File: config.mk
export PLATFORM = sky130hd
export DESIGN_NAME = branch_resolve
export DESIGN_NICKNAME = d
export VERILOG_FILES = /design/src/rtl/branch_pkg.sv /design/src/rtl/cond_eval.sv /design/src/rtl/branch_resolve.sv
export SDC_FILE = /design/constraint.sdc
export NUM_CORES = 1
export LEC_CHECK = 0
export CAP_MARGIN = 0
export CORE_MARGIN = 1
export CORE_UTILIZATION = 35
export CTS_CLUSTER_DIAMETER = 150
export DETAILED_ROUTE_END_ITERATION = 16
export PLACE_DENSITY_LB_ADDON = 0.25
export SYNTH_ARGS = -nofsm -noshare
export SYNTH_HDL_FRONTEND = slang
export SYNTH_SLANG_ARGS = --single-unit
export TNS_END_PERCENT = 20
File: constraint.sdc
create_clock -name clk -period 4.3 [get_ports clk]
set_input_delay 0.645 -clock clk [delete_from_list [all_inputs] [get_ports clk]]
set_output_delay 0.645 -clock clk [all_outputs]
set_load 0.005 [all_outputs]
File: src/rtl/branch_pkg.sv
// Shared types for the LEGv8 execute-stage branch resolver: condition codes,
// NZCV bit positions and the squash FSM states.
package branch_pkg;

  typedef enum logic [3:0] {
    COND_EQ = 4'b0000,
    COND_NE = 4'b0001,
    COND_HS = 4'b0010,
    COND_LO = 4'b0011,
    COND_MI = 4'b0100,
    COND_PL = 4'b0101,
    COND_VS = 4'b0110,
    COND_VC = 4'b0111,
    COND_HI = 4'b1000,
    COND_LS = 4'b1001,
    COND_GE = 4'b1010,
    COND_LT = 4'b1011,
    COND_GT = 4'b1100,
    COND_LE = 4'b1101,
    COND_AL = 4'b1110,
    COND_NV = 4'b1111
  } cond_t;

  localparam int FLAG_N = 3;
  localparam int FLAG_Z = 2;
  localparam int FLAG_C = 1;
  localparam int FLAG_V = 0;

  typedef enum logic {
    IDLE     = 1'b0,
    REDIRECT = 1'b1
  } state_t;

endpackage

File: src/rtl/cond_eval.sv
// Combinational B.cond evaluator: maps a condition code and the NZCV
// register to a pass/fail decision.
module cond_eval
  import branch_pkg::*;
(
  input  logic [3:0] cond,
  input  logic [3:0] flags,
  output logic       pass
);

  logic n, z, c, v;

  assign n = flags[FLAG_N];
  assign z = flags[FLAG_Z];
  assign c = flags[FLAG_C];
  assign v = flags[FLAG_V];

  always_comb begin
    // NOTE: default assignment first so every path drives pass and no latch is inferred.
    pass = 1'b0;
    unique case (cond_t'(cond))
      COND_EQ: pass = z;
      COND_NE: pass = !z;
      COND_HS: pass = c;
      COND_LO: pass = !c;
      COND_MI: pass = n;
      COND_PL: pass = !n;
      COND_VS: pass = v;
      COND_VC: pass = !v;
      COND_HI: pass = c && !z;
      COND_LS: pass = !(c && !z);
      COND_GE: pass = (n == v);
      COND_LT: pass = (n != v);
      COND_GT: pass = !z && (n == v);
      COND_LE: pass = !(!z && (n == v));
      COND_AL: pass = 1'b1;
      COND_NV: pass = 1'b1;
      default: pass = 1'b0;
    endcase
  end

endmodule

File: src/rtl/branch_resolve.sv
// Execute-stage branch resolver: NZCV register, B/B.cond/CBZ/CBNZ decision,
// registered redirect and wrong-path squash. Define DELAY_SLOT_EN to replace
// the squash with a one-instruction delay slot.
module branch_resolve
  import branch_pkg::*;
(
  input  logic        clk,
  input  logic        reset,
  input  logic        valid_in,
  input  logic        set_flags,
  input  logic        alu_negative,
  input  logic        alu_zero,
  input  logic        alu_overflow,
  input  logic        alu_carry_out,
  input  logic        is_b,
  input  logic        is_cbz,
  input  logic        is_cbnz,
  input  logic        is_bcond,
  input  logic [3:0]  cond,
  input  logic [63:0] pc_in,
  input  logic [63:0] br_offset,
  output logic [3:0]  flags_q,
  output logic        br_taken,
  output logic [63:0] br_target,
  output logic        flush
);

  logic        accept;
  logic        bcond_pass;
  logic        taken;
  logic [63:0] target;

  // B.cond sees the flags as they stand before this edge.
  cond_eval u_cond_eval (
    .cond  (cond),
    .flags (flags_q),
    .pass  (bcond_pass)
  );

  always_comb begin
    taken = 1'b0;
    if (is_b)          taken = 1'b1;
    else if (is_cbz)   taken = alu_zero;
    else if (is_cbnz)  taken = !alu_zero;
    else if (is_bcond) taken = bcond_pass;
  end

  // Wraps silently modulo 2^64.
  assign target = pc_in + br_offset;

  always_ff @(posedge clk) begin
    // NOTE: sequential state uses non-blocking assignments so all registers update together on the edge.
    if (reset) begin
      flags_q   <= 4'b0000;
      br_taken  <= 1'b0;
      br_target <= 64'h0;
    end else begin
      if (accept && set_flags)
        flags_q <= {alu_negative, alu_zero, alu_carry_out, alu_overflow};
      br_taken <= accept && taken;
      if (accept && taken)
        br_target <= target;
    end
  end

`ifdef DELAY_SLOT_EN
  assign accept = valid_in;
  assign flush  = 1'b0;
`else
  state_t state;

  assign accept = valid_in && (state == IDLE);

  // flush is registered alongside the state so it always equals (state == REDIRECT).
  always_ff @(posedge clk) begin
    if (reset) begin
      state <= IDLE;
      flush <= 1'b0;
    end else begin
      unique case (state)
        IDLE: begin
          if (accept && taken) begin
            state <= REDIRECT;
            flush <= 1'b1;
          end else begin
            state <= IDLE;
            flush <= 1'b0;
          end
        end
        REDIRECT: begin
          state <= IDLE;
          flush <= 1'b0;
        end
        default: begin
          state <= IDLE;
          flush <= 1'b0;
        end
      endcase
    end
  end
`endif

endmodule

==> metrics.cfg <==
[outcome]
status = finished, final reports clean

[detailed_routing]
wl_met1_um = 9210
overall_routed_net_length_um = 19700
highest_layer = met4
met3_wl_post_dr_um = 1030
first_pass_iteration_count_of_the_detailed_router = 6
antenna_violating_nets_post_route = 0
via_per_inst = 5.44
first_drt_iteration_drcs = 354
vias = 6656
routed_wire_length_per_instance_um = 16.1
drt_drc_violations_left = 0
wl_met2_um = 9100

[timing]
maxSlewViolCount = 0
grt_setup_unrepaired = no
skew_ns = 0.00834
max_freq_mhz = 269
final_hold_viol_count = 0
setup_violations = 0
headroom_to_the_max_slew_limit_pct = 38.7
period_minus_slack_ns = 3.72
final_min_period_over_clock_period_pct = 86.5
worstMarginPinSlew_ns = 0.916
final.setup.tns_ns = 0

[placement]
place_inst = 1208
portBuffers = 213
dp.final_hpwl_um = 15600
gpl.final_weighted_congestion = 0.912

[finish]
num_antenna_cells = 0
share_of_cells_above_drive_strength_1_pct = 3.80
final_net_count = 1202
areaGrowthSynthToFinish_pct = 41.3
post_layout_nonfiller_instances = 1224

[yosys]
fraction_of_the_yosys_area_taken_by_sequential_cells_pct = 22.5
postSynthAreaPerCell_um2 = 7.75
yosys_most_used_dff = dfxtp_1
yosys_register_bits = 70
netlist-cell-type-count = 71
synth.net_count = 1012
synth_warnings = 0
synth_enable_flop_cells = 0
post_synth_inst_count = 804
synth-async-reset-ratio_pct = 0
netlist_area_um2 = 6230

[grt]
first_pass_grt_wire_length_um = 30700
number_of_global_route_vias_before_repair = 6188
grt_util_all_layers_pct = 21.2
maximum_number_of_pins_on_one_net_before_global_route_repair = 46
global_route.overflow_total = 0
antenna_found_initial = 0

[clock_network]
ctsHoldBuffers = 0
cts_inserted_buffers = 9
tritoncts_num_sinks = 70
cts.htree.levels = 3
cts_tree = built
worst_setup_hold_path_clk_slew_ns = 0.06
cts.path.max_buffers = 2
clock-root-buffer = clkbuf_16
worst_skew_pair.late_latency_ns = 0.35
post_cts_buffers = 0
cts_resizes = 0

[setup_path]
timing.critical_path.arrival_ns = 3.94
worstSetupPathType = input pin to flop
cell_with_the_largest_stage_delay_on_the_worst_path = a311o_1
worst_path_largest_cell_delay_ns = 0.44
startpoint_type = input pin
ff2ff_path_depth = 11
cp.required_ns = 4.52
cp_max_fo = 3
endpoint_kind = flop
crit_path_cell_trace = clkdlybuf4s50_1, ha_1, fa_1, a21o_1, a311o_1, a22oi_2, a31oi_2, o21ai_2, o211ai_2, a221o_1, a31oi_1, xor2_1, o21ai_1
rr_endpoint = br_target[61]
crit-reg2reg-launch = flags_q[3]
r2r_setup_slack_ns = 1.64
worstSetupStartpoint = pc_in[0]
worst_setup_path_endpoint = br_target[62]

[pwr]
pwr-share-comb_pct = 41.9
power.share.switching_pct = 34.2
ir_worst_vdd_mv = 0.182
power_leakage_nw = 3.56
internal_power_mw = 1.65
power_density_nw_per_um2 = 286
p_clk_share_pct = 28.1
power.switching_mw = 0.860
sequentialPowerShare_pct = 30.1

[floorplanning]
num_io_pins = 214
die_area_um2 = 18300
die_x_um = 135
rows = 48
initial_cell_density_of_the_core_pct = 35.9
die_h_um = 135
core-area_um2 = 17400

[worst_hold_path]
min-delay-path-class = flop to flop

[job]
cap_violations = 0

-- flip-flops by register name (all words and copies together) (netlist names) --
| name | cells |
|---|---|
| br_target | 64 |
| br_taken | 1 |
| flags_q | 4 |
| state | 1 |
-- worst min-delay path by stage --
stage	start	to	cells after the start
final	br_target[47]	br_target[47]	2
after global routing	br_target[55]	br_target[55]	2
after CTS	br_target[47]	br_target[47]	2
after detailed placement	br_target[47]	br_target[47]	2
after global placement	br_target[36]	br_target[36]	2
after floorplan	br_target[42]	br_target[42]	2
-- power groups by stage --
| stage | Clock (mW) | Sequential (mW) | Combinational [mW] |
|---|---|---|---|
| 6_report | 0.705 | 0.756 | 1.05 |
| 2_1_floorplan | 0 | 0.768 | 0.616 |
| 5_1_grt | 0.739 | 0.764 | 1.15 |
| 4_1_cts | 0.717 | 0.756 | 1.05 |
| 3_5_place_dp | 0 | 0.770 | 1.05 |
| 3_3_place_gp | 0 | 0.768 | 1.04 |
-- layer usage --
layer | track usage (%) | up-vias
met4 | 7.05 | 0
met2 | 35.3 | 232
met3 | 2.66 | 22
li1 | - | 3324
met1 | 28.2 | 3078
met5 | 0 | -
-- metrics by stage --
stage	cell area, um2	util, %	hold slack [ns]	power, mW	setup slack [ns]
6_report	8800	50.7	0.447	2.51	0.579
5_1_grt	8800	50.7	0.483	2.65	0.401
2_1_floorplan	6230	-	0.442	1.38	0.975
4_1_cts	8800	50.7	0.452	2.53	0.594
3_5_place_dp	8530	49.1	0.445	1.82	0.241
3_3_place_gp	8530	49.1	0.435	1.81	0.287
-- area by class of cell --
type | instances | area, um2
clock buffer | 12 | 246
sequential | 70 | 1400
timing repair buffer | 219 | 2170
inverter | 21 | 78.8
tap | 225 | 282
fill | 1689 | 8560
multi-input combinational | 673 | 4600
clock inverter | 4 | 22.5
-- critical path: cells and delay by family --
family | cells | cell delay (ns)
XOR/XNOR | 1 | 0.16
buffers and inverters | 1 | 0.40
adder cells (fa/ha/maj) | 2 | 0.65
AO/OA/AOI/OAI | 9 | 2.08
-- logic make-up after synthesis --
family | Yosys count | synth area share, %
flip-flops | 70 | 22.5
adder cells (fa/ha/maj) | 64 | 13.0
buffers and inverters | 61 | 4.02
multiplexers | 42 | 6.75
XOR/XNOR | 58 | 8.16
AO/OA/AOI/OAI | 262 | 27.5
AND/OR/NAND/NOR | 247 | 18.1
-- placed cells by master (no fill, tap or decap), types with 13 or more instances in the layout --
master | netlist | routed
a21oi_1 | 87 | 87
dfxtp_1 | 70 | 70
nand2_1 | 80 | 80
nand3_1 | 16 | 16
nand4_1 | 13 | 13
xnor2_1 | 34 | 34
mux2i_1 | 42 | 42
inv_1 | 21 | 21
clkdlybuf4s50_1 | 0 | 212
xor2_1 | 24 | 24
o21ai_0 | 37 | 37
ha_1 | 63 | 63
a21o_1 | 34 | 34
nor2_1 | 85 | 85
-- synth_stat cells (all sizes together) (3+ instances only) --
| cell | number | share of area (%) |
|---|---|---|
| nand2 | 80 | 4.8 |
| mux2i | 42 | 6.7 |
| o31ai | 5 | 0.68 |
| or3 | 3 | 0.30 |
| a31oi | 9 | 1.0 |
| inv | 21 | 1.3 |
| nor2b | 5 | 0.50 |
| nor4 | 3 | 0.30 |
| nand3 | 16 | 1.3 |
| o21bai | 12 | 1.4 |
| nor3b | 7 | 0.84 |
| buf | 10 | 0.94 |
| o311ai | 4 | 0.56 |
| clkbuf | 30 | 1.8 |
| and2 | 3 | 0.30 |
| a21o | 35 | 4.2 |
| a211oi | 7 | 0.92 |
| o211a | 3 | 0.48 |
| o211ai | 7 | 0.92 |
| and3 | 4 | 0.40 |
| a41oi | 3 | 0.42 |
| a22oi | 3 | 0.44 |
| xnor2 | 34 | 4.8 |
| xor2 | 24 | 3.4 |
| o22ai | 7 | 0.70 |
| nand2b | 7 | 0.70 |
| o21a | 5 | 0.60 |
| a21oi | 89 | 7.3 |
| o221ai | 3 | 0.42 |
| ha | 63 | 13 |
| nand4 | 14 | 1.5 |
| o21ai | 46 | 3.8 |
| dfxtp | 70 | 22 |
| nor2 | 85 | 5.1 |
| nor3 | 12 | 0.96 |
| o2111ai | 3 | 0.42 |
| o31a | 4 | 0.56 |
No activity file was read; power rests on OpenSTA's default activity.
